## src/rtl/bus_arbiter.sv

```systemverilog
// bus_arbiter: round-robin owner of the shared system bus.
// One master at a time holds a registered one-hot grant for as long as it keeps
// its request up. While it owns the bus, a watchdog counts consecutive transfer
// cycles that have not been acknowledged by fc_bus. If the count runs out, the
// grant is revoked and the offending master is logged in a sticky error flag.
module bus_arbiter #(
  parameter int MASTERS        = 4,
  parameter int IDX_WIDTH      = 2,
  parameter int TIMEOUT_CYCLES = 255,
  parameter int CNT_WIDTH      = 8
) (
  input  logic                 clk,
  input  logic                 rst,
  input  logic [MASTERS-1:0]   req,
  output logic [MASTERS-1:0]   grant,
  input  logic                 rd_bus,
  input  logic                 wr_bus,
  input  logic                 fc_bus,
  output logic                 timeout,
  output logic                 err,
  output logic [IDX_WIDTH-1:0] err_master,
  input  logic                 err_clr
);

  typedef enum logic [1:0] {
    ST_IDLE  = 2'd0,
    ST_OWNED = 2'd1,
    ST_ABORT = 2'd2
  } state_t;

  // The watchdog value at which one more unacknowledged cycle means abort.
  // Because the abort fires at this value, the counter never needs to wrap.
  localparam logic [CNT_WIDTH-1:0] LP_WD_LAST  = CNT_WIDTH'(TIMEOUT_CYCLES - 1);
  localparam logic [IDX_WIDTH-1:0] LP_LAST_RST = IDX_WIDTH'(MASTERS - 1);
  localparam logic [MASTERS-1:0]   LP_ONE      = MASTERS'(1);

  // Round-robin pick: the first requester strictly after 'last', wrapping.
  // The previous owner is checked last, so it has the lowest priority.
  function automatic logic [IDX_WIDTH-1:0] f_rr_pick(
    input logic [MASTERS-1:0]   reqs,
    input logic [IDX_WIDTH-1:0] last
  );
    logic [IDX_WIDTH-1:0] pick;
    logic [IDX_WIDTH-1:0] cand_idx;
    logic                 found;
    int                   cand;
    pick  = last;
    found = 1'b0;
    for (int k = 1; k <= MASTERS; k++) begin
      cand     = (int'(last) + k) % MASTERS;
      cand_idx = IDX_WIDTH'(cand);
      if (!found && reqs[cand_idx]) begin
        pick  = cand_idx;
        found = 1'b1;
      end
    end
    return pick;
  endfunction

  state_t               r_state;
  state_t               w_state_nxt;
  logic [MASTERS-1:0]   r_grant;
  logic [MASTERS-1:0]   w_grant_nxt;
  logic [IDX_WIDTH-1:0] r_last_idx;
  logic [IDX_WIDTH-1:0] w_last_nxt;
  logic [CNT_WIDTH-1:0] r_wdog;
  logic [CNT_WIDTH-1:0] w_wdog_nxt;
  logic                 r_timeout;
  logic                 w_timeout_nxt;
  logic                 r_err;
  logic                 w_err_nxt;
  logic [IDX_WIDTH-1:0] r_err_master;
  logic [IDX_WIDTH-1:0] w_err_master_nxt;

  logic                 w_xfer;
  logic                 w_fc_done;
  logic                 w_any_req;
  logic                 w_owner_req;
  logic [IDX_WIDTH-1:0] w_pick;

  // A transfer is exactly one strobe high; both or neither is an idle bus.
  assign w_xfer      = rd_bus ^ wr_bus;
  // Only a solid 1 completes; an undriven or unknown line is not completion.
  assign w_fc_done   = (fc_bus == 1'b1);
  assign w_any_req   = |req;
  // r_last_idx doubles as the owner index in OWNED and the aborted master in ABORT.
  assign w_owner_req = req[r_last_idx];
  assign w_pick      = f_rr_pick(req, r_last_idx);

  // Next-state, grant, watchdog and error bookkeeping.
  always_comb begin
    w_state_nxt      = r_state;
    w_grant_nxt      = r_grant;
    w_last_nxt       = r_last_idx;
    w_wdog_nxt       = r_wdog;
    w_timeout_nxt    = 1'b0;
    w_err_nxt        = err_clr ? 1'b0 : r_err;
    w_err_master_nxt = r_err_master;

    case (r_state)
      ST_IDLE: begin
        w_grant_nxt = '0;
        w_wdog_nxt  = '0;
        if (w_any_req) begin
          w_grant_nxt = LP_ONE << w_pick;
          w_last_nxt  = w_pick;
          w_state_nxt = ST_OWNED;
        end
      end

      ST_OWNED: begin
        if (!w_owner_req) begin
          // Release takes precedence over a watchdog expiring on the same edge.
          w_grant_nxt = '0;
          w_wdog_nxt  = '0;
          w_state_nxt = ST_IDLE;
        end else if (w_xfer) begin
          if (w_fc_done) begin
            w_wdog_nxt = '0;
          end else if (r_wdog == LP_WD_LAST) begin
            // Abort outranks a simultaneous err_clr: err ends up set.
            w_grant_nxt      = '0;
            w_timeout_nxt    = 1'b1;
            w_err_nxt        = 1'b1;
            w_err_master_nxt = r_last_idx;
            w_wdog_nxt       = '0;
            w_state_nxt      = ST_ABORT;
          end else begin
            w_wdog_nxt = r_wdog + CNT_WIDTH'(1);
          end
        end else begin
          w_wdog_nxt = '0;
        end
      end

      ST_ABORT: begin
        // Hold off until the faulting master lets go, so it cannot be re-granted
        // in a loop; it is then last in round-robin order.
        w_grant_nxt = '0;
        w_wdog_nxt  = '0;
        if (!w_owner_req) begin
          w_state_nxt = ST_IDLE;
        end
      end

      default: begin
        w_grant_nxt = '0;
        w_wdog_nxt  = '0;
        w_state_nxt = ST_IDLE;
      end
    endcase
  end

  // State and output registers; reset clears the grant without waiting for a clock.
  always_ff @(posedge clk or negedge rst) begin
    if (!rst) begin
      r_state      <= ST_IDLE;
      r_grant      <= '0;
      r_last_idx   <= LP_LAST_RST;
      r_wdog       <= '0;
      r_timeout    <= 1'b0;
      r_err        <= 1'b0;
      r_err_master <= '0;
    end else begin
      r_state      <= w_state_nxt;
      r_grant      <= w_grant_nxt;
      r_last_idx   <= w_last_nxt;
      r_wdog       <= w_wdog_nxt;
      r_timeout    <= w_timeout_nxt;
      r_err        <= w_err_nxt;
      r_err_master <= w_err_master_nxt;
    end
  end

  assign grant      = r_grant;
  assign timeout    = r_timeout;
  assign err        = r_err;
  assign err_master = r_err_master;

endmodule

```

## config.mk

```make
export PLATFORM = sky130hd
export DESIGN_NAME = bus_arbiter
export DESIGN_NICKNAME = d
export VERILOG_FILES = /design/src/rtl/bus_arbiter.sv
export SDC_FILE = /design/constraint.sdc
export NUM_CORES = 1
export LEC_CHECK = 0
export BUFFER_PORTS_ARGS = -buffer_cell sky130_fd_sc_hd__buf_4
export CORE_ASPECT_RATIO = 0.6
export CORE_MARGIN = 2
export CORE_UTILIZATION = 40
export CTS_BUF_LIST = sky130_fd_sc_hd__clkbuf_2 sky130_fd_sc_hd__clkbuf_4 sky130_fd_sc_hd__clkbuf_8
export CTS_CLUSTER_DIAMETER = 40
export DETAILED_ROUTE_END_ITERATION = 8
export PLACE_DENSITY = 0.71
export REMOVE_ABC_BUFFERS = 1
export SLEW_MARGIN = 0
export SYNTH_ARGS = -nofsm -noshare
export SYNTH_HDL_FRONTEND = slang
export SYNTH_SLANG_ARGS = --single-unit
export TNS_END_PERCENT = 1
```

## constraint.sdc

```tcl
create_clock -name clk -period 1.45 [get_ports clk]
set_input_delay 0.145 -clock clk [delete_from_list [all_inputs] [get_ports clk]]
set_output_delay 0.145 -clock clk [all_outputs]
set_load 0.02 [all_outputs]
```

; ---- After elaboration in Yosys (flattened, before gate mapping)
; Cells that the tools add are included.
[totals]
regBits = 20
in_bits = 10
wordCells = 86
[op_classes]
n_addsub = 5
n_lt_le_gt_ge = 5
n_eq_ne = 8
shift = 1
n_mux = 46
n_bitwise = 2
reduce_logical = 12
[ops]
columns = op, count
row1 = 2-to-1 mux 8 bit, 5
row2 = 2-to-1 mux 2 bit, 10
row3 = 2-to-1 mux 4 bit, 5
row4 = 2-to-1 mux 1 bit, 19
row5 = < comparator 2 x 3 -> 1 bit (second input constant), 5
row6 = binary-select mux 1 bit (select 2 bit), 5
row7 = AND reduction 5 bit, 2
row8 = inequality test 3 bit (second input constant), 3
row9 = adder 8 x 1 -> 8 bit (second input constant), 1
row10 = == test 8 bit (second input constant), 1
row11 = case mux 4 bit (2 select lines), 1
row12 = case mux 2 bit (3 select lines), 1
row13 = adder 2 x 1 -> 2 bit (second input constant), 2
row14 = adder 2 bit (second input constant), 2
row15 = inequality test 2 bit (second input constant), 2
row16 = OR reduction 4 bit, 1
row17 = left shift 1 x 2 -> 4 bit (first input constant), 1
row18 = logical AND 1 bit, 3
row19 = logical NOT 1 bit, 3
row20 = AND reduction 3 bit, 1
row21 = == test 2 x 1 -> 1 bit (second input constant), 1
row22 = == test 2 bit (second input constant), 1
row23 = logical NOT 2 bit, 1
row24 = AND reduction 2 bit, 1
row25 = 2 further kinds, 2

; ---- Longest topological paths before layout
; Gate-level depths: netlist of run 1.
[depth]
ltp_word = 16
ltp_mapped = 6
mapped_depth_nobuf = 6

; ---- Worst setup path after synthesis of run 1
; No wires, ideal clock.
[synth_timing]
kind = register to register
start = register r_last_idx[0]
end = register r_err_master[1] (netlist: err_master[1])
setup_time_ns = 0.128
arrival_ns = 1.464
required_ns = 1.322
path_slack_ns = -0.141
stages_incl_launch_ff = 6
cell_sequence = dfstp_2 buf_6 mux2_4 o2bb2ai_2 nand3_2 mux2_1
[synth_via]
elab_chain_cells = 3
[synth_rtl]
columns = element, line
row1 = start: declaration, 64  ; logic [IDX_WIDTH-1:0] r_last_idx;
row2 = start signal: assignment, 167  ; r_last_idx <= w_last_nxt;
row3 = binary-select mux 1 bit (select 2 bit), 87  ; assign w_owner_req = req[r_last_idx];
row4 = 2-to-1 mux 1 bit (implied by the code), 87
row5 = AND reduction 5 bit (no line), -
row6 = end signal: assignment, 171  ; r_err_master <= w_err_master_nxt;
row7 = end: declaration, 72  ; logic [IDX_WIDTH-1:0] r_err_master;
; Every way passes these cells. The select of a mux whose other input is x is not followed.
; A chain may end at the register's enable or synchronous reset.

; ---- Worst setup path in the final report of run 1
[layout_timing]
start = register r_last_idx[0]
end = register r_err_master[0] (netlist: err_master[0])
[layout_via]
elab_chain_cells = 3
[layout_rtl]
columns = element, line
row1 = binary-select mux 1 bit (select 2 bit), 87
row2 = 2-to-1 mux 1 bit (implied by the code), 87
row3 = AND reduction 5 bit (no line), -
; Parallel ways exist; a longest one is shown, timed or not. The select of a mux whose other input is x is not followed.

==> reports/qor.yml, run 1 <==
drt:
  dr.pass1.iters: 4
  drc_errors: 0
  final_antenna_net_count: 0
  drt_wl_total_mm: 2.23
  wl_per_cell_um: 14.2
  vias: 805
  vias_per_cell: 5.13
  drt_iter0_markers: 17
synthesis:
  ys_seq_area_share_pct: 48.3
  synthArstFlopShare_pct: 100
  synth.distinct_cells: 40
  synth_ff_type: "dfrtp_1"
  synthCells: 92
  avgSynthCellArea_um2: 11.3
  synth-edff-count: 0
  syn_area_um2: 1040
  ys_ff_latch: 20
  ys_warn_count: 0
floorplanning:
  die_h_um: 43.5
  rows: 14
  coreArea_um2: 2490
  ios: 18
  die_w_um: 69.9
  dieArea_um2: 3040
  start_util_pct: 41.9
sta:
  fin_worst_skew_ns: 0.00204
  rsz0062_at_grt: "true"
  setup_viol: 17
  hold_viol: 0
  slew_viol_final: 0
  tightest_slew_ns: 0.425
  relSlewSlack_pct: 71.5
  fmax_mhz: 628
  period_share_pct: 110
  min_period_ns: 1.59
  layout_setup_ws_ns: -0.143
finish:
  fin_cells: 157
  layout_commonest_cell: "buf_4"
  area_growth_pct: 37.0
  final_util_pct: 57.3
  nNetsFinal: 138
  drive_gt1_share_pct: 41.6
  final_cell_mix: "30 x buf_4, 18 x dfrtp_1, 11 x nor2_1"
  antenna_cells: 0
  nFillCells: 210
clocking:
  htree_num_levels: 1
  clock_sinks: 20
  root_buffer: "clkbuf_8"
  path_clk_slew_ns: 0.07
  cts_buffer_depth: 2
  clkLatencyLatePin_ns: 0.25
  cts_tree: "yes"
  cts-buffers-inserted: 3
placement:
  place_hpwl_mm: 1.61
  place_congestion: 0.819
  numPlacedInstances: 149
  port_buffers: 17
  post-place-ws_ns: -0.208
pwr:
  p_sw_share_pct: 31.6
  p_leak_nw: 0.674
  peakVddDrop_v: 0.000530
  clockPowerShare_pct: 23.7
  p_int_mw: 1.57
  seqPwrFrac_pct: 33.7
  power_density_nw_per_um2: 1610
  total_power_mw: 2.29
  combPwrFrac_pct: 42.7
  power.switching_mw: 0.724
global_routing:
  gr-total-overflow: 0
  first_global_vias: 785
  grt_max_degree: 21
  grt_pass1_wl_mm: 3.75
  grtUsageTotal_pct: 16.1
  antenna_found_initial: 0
min_path:
  hold_path_depth: 2
  hold_class: "input pin to flip-flop"
critical_path:
  end_kind: "flip-flop"
  critPathKind: "flip-flop to flip-flop"
  cp-start-kind: "flip-flop"
  worstPathRequired_ns: 1.59
  path_max_fanout: 5
  cp_data_arrival_time_ns: 1.73
  r2r_cells: 4
job:
  drv_cap: 0
status:
  status: "complete, but fails checks"
  violations: "negative setup slack"
==> state kept, by name, summed over array words and instances (netlist names) <==
register / cells
r_wdog: 8
grant: 4
err_master: 2
r_last_idx: 2
r_state: 2
err: 1
timeout: 1
==> cells in the mapped netlist, types with 2 or more instances <==
library cell,n,area (um2)
inv_1,5,18.8
xnor2_1,4,35.0
dfrtp_1,18,450
nand2_1,2,7.51
mux2_4,2,30.0
nand2b_1,4,25.0
ha_1,2,25.0
nor2_1,12,45.0
o21ai_0,3,15.0
a22o_1,2,17.5
a32o_1,2,20.0
o211ai_1,2,15.0
xor2_1,3,26.3
nand3_1,4,20.0
dfstp_2,2,52.6
==> metal layers <==
metal	vias to the layer above	global-route usage, %	routed length, um
met3	2	3.95	100
met1	389	21.1	1000
li1	397	-	-
met2	17	27.8	1110
met4	0	3.46	15
met5	-	0	0
==> worst max-delay path: stages (launching register included) <==
cell	delay (ns)
dfstp_2	0.59
mux2_4	0.34
o2bb2ai_4	0.15
nand3_4	0.09
mux2_4	0.31
==> per-stage QoR <==
stage,instance area (um2),setup TNS (ns),hold slack [ns]
finish,1430,-1.44,0.0554
detailed placement,1270,-1.67,0.0372
global placement,1270,-0.766,0.0317
floorplan,1020,-0.510,-0.151
global route,1430,-2.28,0.0547
CTS,1400,-1.36,0.0730
==> cells by family after synthesis <==
| kind of cell | share of synthesized area (%) |
|---|---|
| AO/OA/AOI/OAI | 15.7 |
| XOR/XNOR | 5.89 |
| adder cells (fa/ha/maj) | 2.40 |
| buffers and inverters | 3.37 |
| flip-flops | 48.3 |
| multiplexers | 4.93 |
| AND/OR/NAND/NOR | 19.4 |
==> area by class of cell <==
type / count / area (um2) / area share [%]
clock inverter: 1 / 30.0 / 2.11
sequential: 20 / 503 / 35.3
tap: 32 / 40.0 / 2.81
inverter: 5 / 18.8 / 1.32
multi-input combinational: 65 / 558 / 39.1
clock buffer: 3 / 41.3 / 2.89
timing repair buffer: 31 / 235 / 16.5
==> power groups by stage <==
stage / Combinational [mW] / Clock [mW] / Sequential (mW)
floorplan: 0.407 / 0 / 0.849
global placement: 0.794 / 0 / 0.777
detailed placement: 0.812 / 0 / 0.784
CTS: 0.940 / 0.559 / 0.770
global route: 1.07 / 0.577 / 0.784
finish: 0.979 / 0.543 / 0.773
==> worst paths after layout <==
check,to,start,slack [ns]
setup / recovery,err_master[0],r_last_idx[0],-0.14
hold / removal,err,err_clr,0.06
setup reg to reg,err_master[0],r_last_idx[0],-0.14
hold reg to reg,grant[1],grant[1],0.50
max in group asynchronous,r_last_idx[0],rst,0.85
min in group asynchronous,r_wdog[6],rst,0.33
==> repair_timing <==
item / CTS / global route
hold endpoints to repair: 18 / 0
pin swaps: 9 / 2
hold buffers: 1 / 0
resized for setup: 5 / 5
setup endpoints to repair: 19 / 19
setup buffers: 2 / 1
(Power assumes the default switching activity.)
==> run 2, diff against run 1 <==
CORE_ASPECT_RATIO = unset   (was 0.6)
CORE_UTILIZATION = 51   (was 40)
PLACE_DENSITY = 0.86   (was 0.71)
==> run 2 against run 1 <==
Compared with the run above:
- the run still ends with negative setup slack left
- register-to-register slack gained 0.03 ns
- via count shrank 1.7%
- cell count shrank 5.7%
- clock skew grew 0.0051 ns
- die area shrank 20%
- routed wire length shrank 7.9%
- worst hold slack gained 0.18 ns
==> reports/qor.yml, run 2 (synthesized netlist as in run 1, its figures left out) <==
sta:
  fin_worst_skew_ns: 0.00716  # was 0.00204 ns
  rsz0062_at_grt: "true"  # unchanged
  min_period_ns: 1.56  # was 1.59 ns
  layout_setup_ws_ns: -0.115  # was -0.143 ns
  relSlewSlack_pct: 71.2  # was 71.5%
  slew_viol_final: 0  # unchanged
  period_share_pct: 108  # was 110%
  setup_viol: 19  # was 17
  hold_ws_ns: 0.238  # was 0.0554 ns
  fmax_mhz: 639  # was 628 MHz
  tightest_slew_ns: 0.429  # was 0.425 ns
  hold_viol: 0  # unchanged
finish:
  multi_input_area_um2: 548  # was 558 um2
  nNetsFinal: 134  # was 138
  drive_gt1_share_pct: 37.2  # was 41.6%
  antenna_cells: 0  # unchanged
  area_growth_pct: 29.4  # was 37.0%
  layout_commonest_cell: "buf_4"  # unchanged
  nFillCells: 152  # was 210
  largest_reg_flops: 8  # unchanged
  final_util_pct: 69.4  # was 57.3%
  final_cell_mix: "25 x buf_4, 18 x dfrtp_1, 12 x nor2_1"  # was 30 x buf_4, 18 x dfrtp_1, 11 x nor2_1
  regMostFlops: "r_wdog"  # unchanged
  seqCellArea_um2: 503  # unchanged
global_routing:
  first_global_vias: 772  # was 785
  gr-total-overflow: 0  # unchanged
  grt_max_degree: 21  # unchanged
  grtUsageTotal_pct: 18.7  # was 16.1%
  antenna_found_initial: 0  # unchanged
  grt_pass1_wl_mm: 3.40  # was 3.75 mm
critical_path:
  critPathMaxStageDelay_ns: 0.60  # was 0.59 ns
  worstPathRequired_ns: 1.65  # was 1.59 ns
  cp_slowest_cell: "dfstp_2"  # unchanged
  cp_common_cell: "mux2_4"  # unchanged
  path_max_fanout: 5  # unchanged
  critPathKind: "flip-flop to flip-flop"  # unchanged
  end_kind: "flip-flop"  # unchanged
  cp_data_arrival_time_ns: 1.76  # was 1.73 ns
  path_buf_inv: 0  # unchanged
  cp-start-kind: "flip-flop"  # unchanged
  crit_family: "multiplexers"  # unchanged
  crit_chain: "mux2_4, o2bb2ai_4, nand3_4, mux2_4"  # unchanged
floorplanning:
  start_util_pct: 53.6  # was 41.9%
  die_w_um: 49.2  # was 69.9 um
  rows: 16  # was 14
  coreArea_um2: 1940  # was 2490 um2
  die_h_um: 49.2  # was 43.5 um
  ios: 18  # unchanged
  dieArea_um2: 2420  # was 3040 um2
clocking:
  clock_sinks: 20  # unchanged
  cts-buffers-inserted: 3  # unchanged
  htree_num_levels: 1  # unchanged
  clkLatencyLatePin_ns: 0.31  # was 0.25 ns
  root_buffer: "clkbuf_4"  # was clkbuf_8
  cts_tree: "yes"  # unchanged
  path_clk_slew_ns: 0.11  # was 0.07 ns
  cts_buffer_depth: 2  # unchanged
placement:
  port_buffers: 17  # unchanged
  place_hpwl_mm: 1.48  # was 1.61 mm
  post-place-ws_ns: -0.175  # was -0.208 ns
  place_congestion: 0.760  # was 0.819
drt:
  drc_errors: 0  # unchanged
  dr.pass1.iters: 4  # unchanged
  drt_wl_total_mm: 2.05  # was 2.23 mm
  vias_per_cell: 5.34  # was 5.13
  vias: 791  # was 805
  drt_iter0_markers: 7  # was 17
  final_antenna_net_count: 0  # unchanged
  wl_per_cell_um: 13.9  # was 14.2 um
pwr:
  peakVddDrop_v: 0.00121  # was 0.000530 V
  power_density_nw_per_um2: 1470  # was 1610 nW/um2
  p_leak_nw: 0.635  # was 0.674 nW
job:
  drv_cap: 0  # unchanged
status:
  status: "complete, but fails checks"  # unchanged
  violations: "negative setup slack"  # unchanged
min_path:
  hold_class: "input pin to async pin"  # was input pin to flip-flop
-- run 2: area by class of cell --
cell class / count / share of cell area (%)
multi-input cells: 65 / 40.7
repair buffers: 27 / 15.4
clock buffers: 4 / 2.69
inverters: 5 / 1.39
well taps: 27 / 2.51
flip-flops and latches: 20 / 37.3
-- run 2: stage by stage --
stage | power [mW] | cell area (um2) | instances | setup TNS, ns
floorplan | 1.26 | 1020 | 90 | -0.510
global placement | 1.49 | 1230 | 140 | -0.510
detailed placement | 1.52 | 1230 | 140 | -1.18
CTS | 1.92 | 1330 | 147 | -1.27
global route | 2.09 | 1350 | 148 | -2.04
finish | 1.98 | 1350 | 148 | -1.14
-- run 2: routing by layer --
metal / routed length, um / up-vias / track usage, %
li1: - / 381 / -
met1: 870 / 391 / 22.3
met2: 1080 / 16 / 32.2
met3: 73 / 3 / 3.99
met4: 30 / 0 / 8.57
met5: 0 / - / 0
-- run 2: timing repair --
item / CTS / global route
hold endpoints to repair: 20 / 1
resized for setup: 5 / 3
pin swaps: 7 / 2
hold buffers: 1 / 1
setup buffers: 2 / 0
setup endpoints to repair: 17 / 19
-- run 2: worst paths after layout --
| path | cells past startpoint | slack (ns) | start | to |
|---|---|---|---|---|
| max reg2reg | 4 | -0.11 | r_last_idx[0] | err_master[0] |
| max | 4 | -0.11 | r_last_idx[0] | err_master[0] |
| min reg2reg | 1 | 0.51 | grant[1] | grant[1] |
| min | 2 | 0.24 | rst | r_wdog[5] |
| min in group clk | 4 | 0.27 | fc_bus | err_master[1] |
| max in group asynchronous | 2 | 0.94 | rst | r_last_idx[0] |
-- run 2: power breakdown --
part	internal [mW]	switching, mW
clock network	0.153	0.167
logic	0.447	0.438
registers	0.679	0.0959
total	1.28	0.701
